[src/rtl/imem_loader.sv]
//------------------------------------------------------------------------------
// Module      : imem_loader
// Description : Byte-stream program loader; writes a length-prefixed image into
//               instruction memory and holds the core in reset until it is loaded.
//               Optional trailing XOR checksum: IMEM_LOADER_CHECKSUM_EN.
// Revision    : 1.0 - initial release
//------------------------------------------------------------------------------
`default_nettype none

module imem_loader #(
    parameter logic [31:0] BASE_ADDR = 32'h0000_0000,
    parameter int          MAX_WORDS = 1024
) (
    input  logic        Clk,
    input  logic        Rst,
    input  logic [7:0]  InByte,
    input  logic        InValid,
    output logic        InReady,
    output logic        ImemWrEn,
    output logic [31:0] ImemWrAddr,
    output logic [31:0] ImemWrData,
    output logic        CoreRst,
    output logic        Done,
    output logic        Error,
    output logic [15:0] WordCount
);

    typedef enum logic [2:0] {
        S_HDR0  = 3'd0,
        S_HDR1  = 3'd1,
        S_LOAD  = 3'd2,
        S_CHK   = 3'd3,
        S_DONE  = 3'd4,
        S_ERROR = 3'd5
    } state_t;

    localparam logic [16:0] c_max_words = 17'(MAX_WORDS);

    state_t      state;
    logic [15:0] len;
    logic [1:0]  idx;
    logic [23:0] partial;
    logic        accept;
    logic [15:0] hdr_len;
`ifdef IMEM_LOADER_CHECKSUM_EN
    logic [7:0]  csum;
`endif

    assign InReady = (state == S_HDR0) || (state == S_HDR1) ||
                     (state == S_LOAD) || (state == S_CHK);
    assign accept  = InValid && InReady;
    assign hdr_len = {InByte, len[7:0]};

    always_ff @(posedge Clk or posedge Rst) begin
        if (Rst) begin
            state      <= S_HDR0;
            len        <= 16'd0;
            idx        <= 2'd0;
            partial    <= 24'd0;
            ImemWrEn   <= 1'b0;
            ImemWrAddr <= BASE_ADDR;
            ImemWrData <= 32'd0;
            CoreRst    <= 1'b1;
            Done       <= 1'b0;
            Error      <= 1'b0;
            WordCount  <= 16'd0;
`ifdef IMEM_LOADER_CHECKSUM_EN
            csum       <= 8'd0;
`endif
        end else begin
            ImemWrEn <= 1'b0;
            case (state)
                S_HDR0: begin
                    if (accept) begin
                        len[7:0] <= InByte;
                        state    <= S_HDR1;
                    end
                end
                S_HDR1: begin
                    if (accept) begin
                        len[15:8] <= InByte;
                        if (hdr_len == 16'd0) begin
`ifdef IMEM_LOADER_CHECKSUM_EN
                            state <= S_CHK;
`else
                            state <= S_DONE;
                            Done  <= 1'b1;
`endif
                        end else if ({1'b0, hdr_len} > c_max_words) begin
                            state <= S_ERROR;
                            Error <= 1'b1;
                        end else begin
                            state <= S_LOAD;
                        end
                    end
                end
                S_LOAD: begin
                    if (accept) begin
`ifdef IMEM_LOADER_CHECKSUM_EN
                        csum <= csum ^ InByte;
`endif
                        idx <= idx + 2'd1;
                        case (idx)
                            2'd0: partial[7:0]   <= InByte;
                            2'd1: partial[15:8]  <= InByte;
                            2'd2: partial[23:16] <= InByte;
                            default: begin
                                // Address uses the pre-increment count.
                                ImemWrEn   <= 1'b1;
                                ImemWrData <= {InByte, partial};
                                ImemWrAddr <= BASE_ADDR + {14'd0, WordCount, 2'b00};
                                WordCount  <= WordCount + 16'd1;
                                if (WordCount + 16'd1 == len) begin
`ifdef IMEM_LOADER_CHECKSUM_EN
                                    state <= S_CHK;
`else
                                    state <= S_DONE;
                                    Done  <= 1'b1;
`endif
                                end
                            end
                        endcase
                    end
                end
                S_CHK: begin
`ifdef IMEM_LOADER_CHECKSUM_EN
                    if (accept) begin
                        if (InByte == csum) begin
                            state <= S_DONE;
                            Done  <= 1'b1;
                        end else begin
                            state <= S_ERROR;
                            Error <= 1'b1;
                        end
                    end
`endif
                end
                // Core leaves reset one edge after Done rises, after the final write.
                S_DONE:  CoreRst <= 1'b0;
                S_ERROR: CoreRst <= 1'b1;
                default: begin
                    state <= S_ERROR;
                    Error <= 1'b1;
                end
            endcase
        end
    end

endmodule

`default_nettype wire

[config.mk]
export PLATFORM = sky130hd
export DESIGN_NAME = imem_loader
export DESIGN_NICKNAME = d
export VERILOG_FILES = /design/src/rtl/imem_loader.sv
export SDC_FILE = /design/constraint.sdc
export NUM_CORES = 1
export LEC_CHECK = 0
export CAP_MARGIN = 30
export CORE_ASPECT_RATIO = 1.4
export CORE_MARGIN = 3
export CORE_UTILIZATION = 35
export DETAILED_ROUTE_END_ITERATION = 7
export GPL_TIMING_DRIVEN = 0
export PLACE_DENSITY = 0.54
export SLEW_MARGIN = 15
export SYNTH_ARGS = -nofsm -noshare
export SYNTH_HDL_FRONTEND = slang
export SYNTH_SLANG_ARGS = --single-unit
[constraint.sdc]
create_clock -name Clk -period 5.2 [get_ports Clk]
set_input_delay 1.04 -clock Clk [delete_from_list [all_inputs] [get_ports Clk]]
set_output_delay 1.04 -clock Clk [all_outputs]
set_load 0.02 [all_outputs]
# == Yosys cells after proc, flatten, opt, wreduce, memory -nomap -nowiden ==
# Index checks and enable logic that the tools add are counted.
# word_totals
register_bits,113
out_inout_bits,85
in_bits,11
elab_cells,80
# classes
mux,22
n_lt_le_gt_ge,1
eq_ne,16
addsub,2
n_reduce_logical,22
bitwise_logic,3
# ops
op,n
3-bit two-way mux,7
16-bit by 1-bit adder with 16-bit output (second input constant),1
16-bit equality test,1
16-bit by 11-bit greater-than comparator with 1-bit output (second input constant),1
16-bit zero test,1
3-bit case mux with 4 select lines,1
3-bit AND reduction,4
6-bit AND reduction,2
1-bit two-way mux,11
2-bit != test (second input constant),5
3-bit by 2-bit equality test with 1-bit output (second input constant),2
3-bit equality test (second input constant),2
2-bit by 1-bit != test with 1-bit output (second input constant),3
1-bit case mux with 2 select lines,3
2-bit AND reduction,3
3-bit OR reduction,2
5-bit OR reduction,1
4-bit AND reduction,1
2-bit nonzero test,2
3-bit by 1-bit equality test with 1-bit output (second input constant),1
3-bit zero test,1
1-bit logical OR,3
1-bit NOT,3
2-bit by 1-bit adder with 2-bit output (second input constant),1
4 further kinds,4

# == Depth between registers and ports, before layout ==
# Gate-level depths: netlist (run 1).
# depth
word_depth,7
mapped_depth,9
ltp_nobuf,7

# == Least setup slack after synthesis (run 1) ==
# Ideal clock, no wire load.
# synth_timing
path_type,register to register
startpoint,reg WordCount[1]
endpoint,reg Done
path_buffers,1
period_less_slack_ns,2.407
required_time_ns,5.118
arrival_ns,2.325
setup_time_ns,0.082
stages_incl_launch_ff,9
slack_ns,2.793
cell_sequence,dfrtp_1 -> ha_1 -> clkbuf_8 -> xor3_2 -> or4_1 -> o211ai_2 -> o211ai_1 -> or4_1 -> a31oi_1
# synth_between
elab_chain_cells,4
# synth_rtl
item,line,text
"start, declared",25,output logic [15:0] WordCount
"start signal, assigned",112,WordCount <= WordCount + 16'd1;
16-bit by 1-bit adder with 16-bit output,113,if (WordCount + 16'd1 == len) begin
16-bit equality test,113,
2-bit by 1-bit != test with 1-bit output (no source line),--,
6-bit AND reduction (no source line),--,
"end signal, assigned",64,Done <= 1'b0;
"end signal, assigned",87,Done <= 1'b1;
"end signal, assigned",118,Done <= 1'b1;
"end, declared",23,"output logic Done,"
# No other way between the ends.
# A chain may end at the register's enable or synchronous reset.

# == Worst setup path in the final report (run 1) ==
# layout_timing
startpoint,in InValid
endpoint,reg ImemWrData[11]
# layout_between
elab_chain_cells,2
# layout_rtl
item,line,text
"start, declared",17,"input logic InValid,"
1-bit logical AND,51,assign accept = InValid && InReady;
3-bit AND reduction (no source line),--,
"end signal, assigned",110,"ImemWrData <= {InByte, partial};"
"end, declared",21,"output logic [31:0] ImemWrData,"
# No other way between the ends.

==> results of run 1 <==
[final timing paths]
check	start	to	slack, ns	cells after the start
worst max-delay path	InValid	ImemWrData[11]	2.32	9
worst min-delay path	partial[0]	ImemWrData[0]	0.46	2
worst max register to register	WordCount[1]	Done	2.50	8
worst min register to register	partial[0]	ImemWrData[0]	0.46	2
max in group asynchronous	Rst	CoreRst	3.45	3
min in group asynchronous	Rst	ImemWrData[24]	1.02	2
[cell usage in the layout (no fill, tap or decap), drive strengths merged, types with 2 or more instances in the layout]
master and count:
dfrtp 112, nor3b 4, bufinv 3, nand2 164, or4 2, clkinv 6
clkinvlp 2, a31oi 5, o211ai 4, conb 16, xor2 11, nor2 12
clkdlybuf4s50 78, nor4 3, and2 2, nand3 10, nand2b 2, nor3 9
mux2 41, inv 9, a21oi 5, ha 5, xnor2 23, and3 2
clkbuf 31, o311ai 3, o21ai 5, nand4 4, nor2b 6, buf 32
[worst min-delay path: cells and delay by family (launching register included)]
family / cells / cell delay (ns)
DFF: 1 / 0.34
and+or+nand+nor: 2 / 0.09
[routing by layer]
layer / vias to the layer above / share of wire, % / wire length (microns)
li1: 1855 / - / -
met1: 1873 / 43 / 5530
met2: 77 / 51 / 6460
met3: 16 / 4.2 / 539
met4: 0 / 1.5 / 185
met5: - / 0 / 0
[area by class of cell]
| type | instances | area (sq um) | share of cell area (%) |
|---|---|---|---|
| Sequential cell | 113 | 2830 | 41.0 |
| Tap cell | 189 | 236 | 3.43 |
| Timing Repair Buffer | 80 | 813 | 11.8 |
| Clock buffer | 21 | 440 | 6.38 |
| Inverter | 9 | 38.8 | 0.562 |
| Buffer | 40 | 258 | 3.73 |
| Clock inverter | 11 | 139 | 2.01 |
| Multi-Input combinational cell | 354 | 2150 | 31.1 |
[state kept, by name, indices dropped and copies added, names as in the netlist]
signal / cells
Done: 1
ImemWrData: 32
state: 3
len: 16
idx: 2
Error: 1
CoreRst: 1
partial: 24
WordCount: 16
ImemWrEn: 1
ImemWrAddr: 16
[synthesized netlist by cell type, types with 2 or more instances]
| cell | number |
|---|---|
| a21oi_1 | 5 |
| a31oi_1 | 5 |
| and2_1 | 2 |
| buf_1 | 5 |
| buf_2 | 3 |
| buf_4 | 19 |
| buf_6 | 3 |
| clkbuf_1 | 9 |
| dfrtp_1 | 112 |
| ha_1 | 5 |
| inv_1 | 9 |
| mux2_2 | 41 |
| nand2_1 | 164 |
| nand2b_1 | 2 |
| nand3_1 | 10 |
| nand4_1 | 3 |
| nor2_1 | 12 |
| nor2b_1 | 6 |
| nor3_1 | 9 |
| nor3b_1 | 4 |
| nor4_1 | 3 |
| o211ai_1 | 3 |
| o21ai_0 | 5 |
| o311ai_0 | 3 |
| or4_1 | 2 |
| xnor2_1 | 23 |
| xor2_1 | 11 |
[power groups by stage]
stage	Sequential [mW]	Combinational, mW	Clock [mW]
final	0.972	0.238	1.15
after global routing	0.979	0.261	1.22
after CTS	0.972	0.240	1.17
after detailed placement	0.987	0.237	0
after global placement	0.985	0.228	0
after floorplan	0.976	0.184	0
[metrics by stage]
| step | worst slack (ns) | TNS (ns) | instance area, sq um | total power [mW] | std cells |
|---|---|---|---|---|---|
| after floorplan | 1.17 | 0 | 5270 | 1.16 | 516 |
| after global placement | -0.522 | -57.29 | 6280 | 1.21 | 783 |
| after detailed placement | 1.79 | 0 | 6320 | 1.22 | 785 |
| after CTS | 2.22 | 0 | 6900 | 2.38 | 817 |
| after global routing | 2.12 | 0 | 6900 | 2.46 | 817 |
| final | 2.32 | 0 | 6900 | 2.36 | 817 |
[logic make-up (layout without fill, tap and decap cells)]
| family | Yosys count | count (layout) |
|---|---|---|
| adders and majority gates | 5 | 5 |
| and+or+nand+nor | 226 | 226 |
| other | 1 | 16 |
| xor gates and xnor gates | 36 | 36 |
| DFF | 113 | 113 |
| muxes | 41 | 41 |
| AOI/OAI and AO/OA | 30 | 30 |
| buffers and inverters | 49 | 161 |
==> impl_metrics.yaml, run 1 <==
global_routing:
  grtUsageMet1_pct: 20.1
  grt_first_pass_wirelength_mm: 20.4
  grt_pass1_vias: 3823
  grt_use_total_pct: 16.5
  antenna_found_initial: 0
  use_met3_pct: 4.46
  top_usage_layer: "met2"
  grt_overflow: 0
  grt_use_met2_pct: 27.5
  grt_max_degree: 74
timing:
  skew_ns: 0.00689
  min_period_ns: 2.88
  grt_setup_unrepaired: "false"
  hold_slack_ns: 0.460
  setup_viol: 0
  hold_viol_final: 0
  drv_slew: 0
  relSlewSlack_pct: 57.8
  tightest_slew_ns: 0.633
  max_freq_mhz: 347
  finalCritPeriodShare_pct: 55.4
floorplan:
  core_sq_mm: 0.0145
  die-height_microns: 150
  initial_core_util_pct: 35.9
  num_rows: 52
  die_area_sq_mm: 0.0164
  io_pins: 96
  die_w_microns: 109
pwr:
  power.leakage_nw: 3.33
  power_frac_comb_pct: 10.1
  clock_power_share_pct: 48.7
  switchingPower_uw: 560
  power.density_mw_per_mm2: 341
  pwr-share-seq_pct: 41.2
  p_int_mw: 1.80
  swShare_pct: 23.8
  ir_worst_vdd_uv: 190
synth:
  synth_top_family_by_area: "simple AND/OR/NAND/NOR gates"
  synth-simple-area-share_pct: 19.0
  ys_seq_elements: 113
  synth.area.top_cells: "dfrtp_1 54%, nand2_1 12%, mux2_2 8.9%"
  ys_warn_count: 0
  yosys.area.top_type: "dfrtp_1"
  synth.cell_area_sq_mm: 0.00521
  synth_fa_ha_area_share_pct: 1.20
  yosysTopAreaCellShare_pct: 53.8
  avgSynthCellArea_sq_um: 10.4
  ys_seq_area_share_pct: 54.3
  synth_xor_area_share_pct: 6.63
  ys_types: 50
  synth-edff-count: 0
  synth_compound_area_share_pct: 4.35
  synth_top_flop_cell: "dfrtp_1"
  syn_inst: 501
  async_reset_ff_share_pct: 100
  synth.area.mux_share_pct: 8.86
critical_path:
  cp.required_ns: 5.55
  cp_max_fo: 10
  crit_path_max_incr_delay_ns: 0.55
  critPathKind: "in -> reg"
  start_kind: "input port"
  path_common_cell: "nand2_1"
  crit_arrival_ns: 3.23
  critPathBufInv: 5
  end_kind: "flop"
  path_cells: "clkdlybuf4s50_1 > and2_1 > buf_2 > nand2_1 > inv_1 > buf_2 > buf_1 > nand2_1 > nand2_1"
  cp_top_family: "buffers and inverters"
  slowest_stage: "clkdlybuf4s50_1"
job:
  maxCapViolCount: 0
cells_and_area:
  finish.utilization_pct: 47.6
  nFillCells: 1398
  layout.nets: 631
  antenna_cells: 0
  drive_gt1_share_pct: 17.2
  areaGrowthSynthToFinish_pct: 32.4
placed_design:
  hpwl_mm: 8.89
  gp_congestion: 0.836
  portBuffers: 78
cts:
  clock_path_buffers: 2
  cts_hold_buffers: 0
  cts_setup_buffers: 0
  clock_latency_ns: 0.41
  cts_sinks: 113
  root_buffer: "clkbuf_16"
  clkTransAtPathRegs_ns: 0.05
  tritoncts: "yes"
  numCtsBuffers: 17
  cts_max_level: 4
  ctsResizeCount: 0
route:
  routed-via-count: 3821
  drt_pass1_iterations: 4
  via_per_inst: 4.68
  first_iter_violations: 215
  wl_per_cell_microns: 15.6
  post-route-drc-count: 0
  wl_mm: 12.7
  ant_nets: 0
worst_hold_path:
  min_path_type: "reg -> reg"
outcome:
  status: "completed"
(Power assumes the default switching activity.)
==> inputs of run 2 (changes only) <==
clock period = 2.97 ns   (was 5.2 ns; I/O delays follow)
==> run 2 against run 1 <==
Net effect:
- sequential cell count stayed put
- final area is 0.67% higher
- clock skew is 0.00087 ns higher
- core utilization is 0.32 points higher
- die area stayed put
- combinational power is 76% higher
- first-iteration DRC count is 32% lower
- critical path depth is 1 lower
- clock power is 77% higher
- setup slack worse by 2.0 ns
- via count is 0.39% higher
- global-route usage hardly changed
- critical path type is now reg -> reg
- critical endpoint is now Done
- largest cell class unchanged
- largest power group unchanged
- highest routed layer unchanged
==> impl_metrics.yaml, run 2 (synthesized netlist as in run 1, its figures left out) <==
placed_design:
  dp_slack_ns: 0.0353
  portBuffers: 78
  gp_congestion: 0.857
  hpwl_mm: 9.19
timing:
  tightest_slew_ns: 0.774
  skew_ns: 0.00776
  max_freq_mhz: 374
  setup_viol: 0
  min_period_ns: 2.67
  finalCritPeriodShare_pct: 90.0
  grt_setup_unrepaired: "false"
  relSlewSlack_pct: 48.3
  fin_ws_ns: 0.297
  drv_slew: 0
  hold_viol_final: 0
job:
  maxCapViolCount: 0
cts:
  clock_latency_ns: 0.41
  cts_sinks: 113
  root_buffer: "clkbuf_16"
  clock_path_buffers: 2
  cts_max_level: 4
  tritoncts: "yes"
  numCtsBuffers: 17
  cts_hold_buffers: 0
  cts_setup_buffers: 0
  clkTransAtPathRegs_ns: 0.05
  ctsResizeCount: 0
cells_and_area:
  nFillCells: 1377
  seq_area_sq_mm: 0.00283
  multi_input_area_sq_mm: 0.00215
  regMostFlops: "ImemWrData"
  drive_gt1_share_pct: 17.8
  layout_common_cells: "164 x nand2_1, 112 x dfrtp_1, 78 x clkdlybuf4s50_1, 41 x mux2_2, 23 x xnor2_1"
  layout_commonest_cell: "nand2_1"
  finish.utilization_pct: 47.9
  layout.nets: 633
  top_regs: "ImemWrData (32), partial (24)"
  largest_reg_flops: 32
  antenna_cells: 0
  areaGrowthSynthToFinish_pct: 33.3
pwr:
  power.leakage_nw: 3.35
  total_power_mw: 4.15
  power.density_mw_per_mm2: 597
  ir_worst_vdd_uv: 317
critical_path:
  crit_path_max_incr_delay_ns: 0.54
  slowest_stage: "dfrtp_1"
  path_cells: "ha_1 > clkbuf_8 > nand4_1 > or3_1 > a32oi_2 > o211ai_1 > or4_1 > a31oi_1"
  crit_arrival_ns: 2.99
  r2r_slack_ns: 0.30
  cp.required_ns: 3.29
  critPathKind: "reg -> reg"
  start_kind: "flop"
  critPathBufInv: 1
  cp_top_family: "simple AND/OR/NAND/NOR gates"
  end_kind: "flop"
  cp_max_fo: 10
route:
  first_iter_violations: 146
  wl_per_cell_microns: 15.6
  via_per_inst: 4.68
  ant_nets: 0
  post-route-drc-count: 0
  drt_pass1_iterations: 5
  wl_mm: 12.8
  routed-via-count: 3836
floorplan:
  die-height_microns: 150
  num_rows: 52
  io_pins: 96
  core_sq_mm: 0.0145
  die_area_sq_mm: 0.0164
  die_w_microns: 109
  initial_core_util_pct: 35.9
global_routing:
  grt_pass1_vias: 3859
  grt_first_pass_wirelength_mm: 20.4
  grt_overflow: 0
  grt_use_total_pct: 16.5
  grt_max_degree: 36
  antenna_found_initial: 0
worst_hold_path:
  min_path_type: "reg -> reg"
outcome:
  status: "completed"
[run 2: cell types whose count changed in the layout (fill, tap and decap cells not counted)]
cell,delta
buf_12,+2
clkbuf_1,-2
clkbuf_8,+1
clkinv_2,+2
clkinv_4,-1
clkinvlp_4,+1
inv_6,-1
[run 2: per-layer routing]
| layer | global-route usage, % | vias to the layer above | part of all wire (%) | wire length [microns] |
|---|---|---|---|---|
| met2 | 28.1 | 99 | 52 | 6660 |
| met5 | 0 | - | 0 | 0 |
| met4 | 7.14 | 0 | 2.2 | 281 |
| li1 | - | 1861 | - | - |
| met1 | 19.9 | 1853 | 41 | 5280 |
| met3 | 3.56 | 23 | 4.6 | 585 |
[run 2: path summary, 6_finish.rpt]
kind | start | end | cells past startpoint
setup reg to reg | WordCount[1] | Done | 8
hold reg to reg | partial[3] | ImemWrData[3] | 2
setup / recovery | WordCount[1] | Done | 8
min in group asynchronous | Rst | ImemWrData[27] | 2
max in group asynchronous | Rst | CoreRst | 4
hold / removal | partial[3] | ImemWrData[3] | 2
[run 2: cell type report]
class / count / share of cell area (%)
Timing Repair Buffer: 82 / 12.3
Multi-Input combinational cell: 354 / 30.9
Buffer: 40 / 3.71
Tap cell: 189 / 3.40
Sequential cell: 113 / 40.7
Clock buffer: 20 / 6.43
Inverter: 9 / 0.540
Clock inverter: 12 / 2.02
[run 2: power by group]
| group | switching [mW] | total, mW | internal (mW) |
|---|---|---|---|
| Combinational | 0.202 | 0.419 | 0.216 |
| Sequential | 0.0791 | 1.70 | 1.62 |
| Clock | 0.701 | 2.03 | 1.33 |
[run 2: per-stage QoR]
stage	TNS [ns]	std cells	instance area [sq um]	hold WS [ns]
6_report	0	819	6950	0.464
5_1_grt	0	819	6950	0.484
4_1_cts	0	819	6950	0.467
3_5_place_dp	0	787	6360	0.451
3_3_place_gp	-12.05	783	6290	0.444
2_1_floorplan	0	516	5270	0.433
[run 2: tightest hold or removal path, delay by kind of cell, from the launching register on]
kind | cells | cell delay (ns)
simple gates | 2 | 0.10
flops | 1 | 0.33
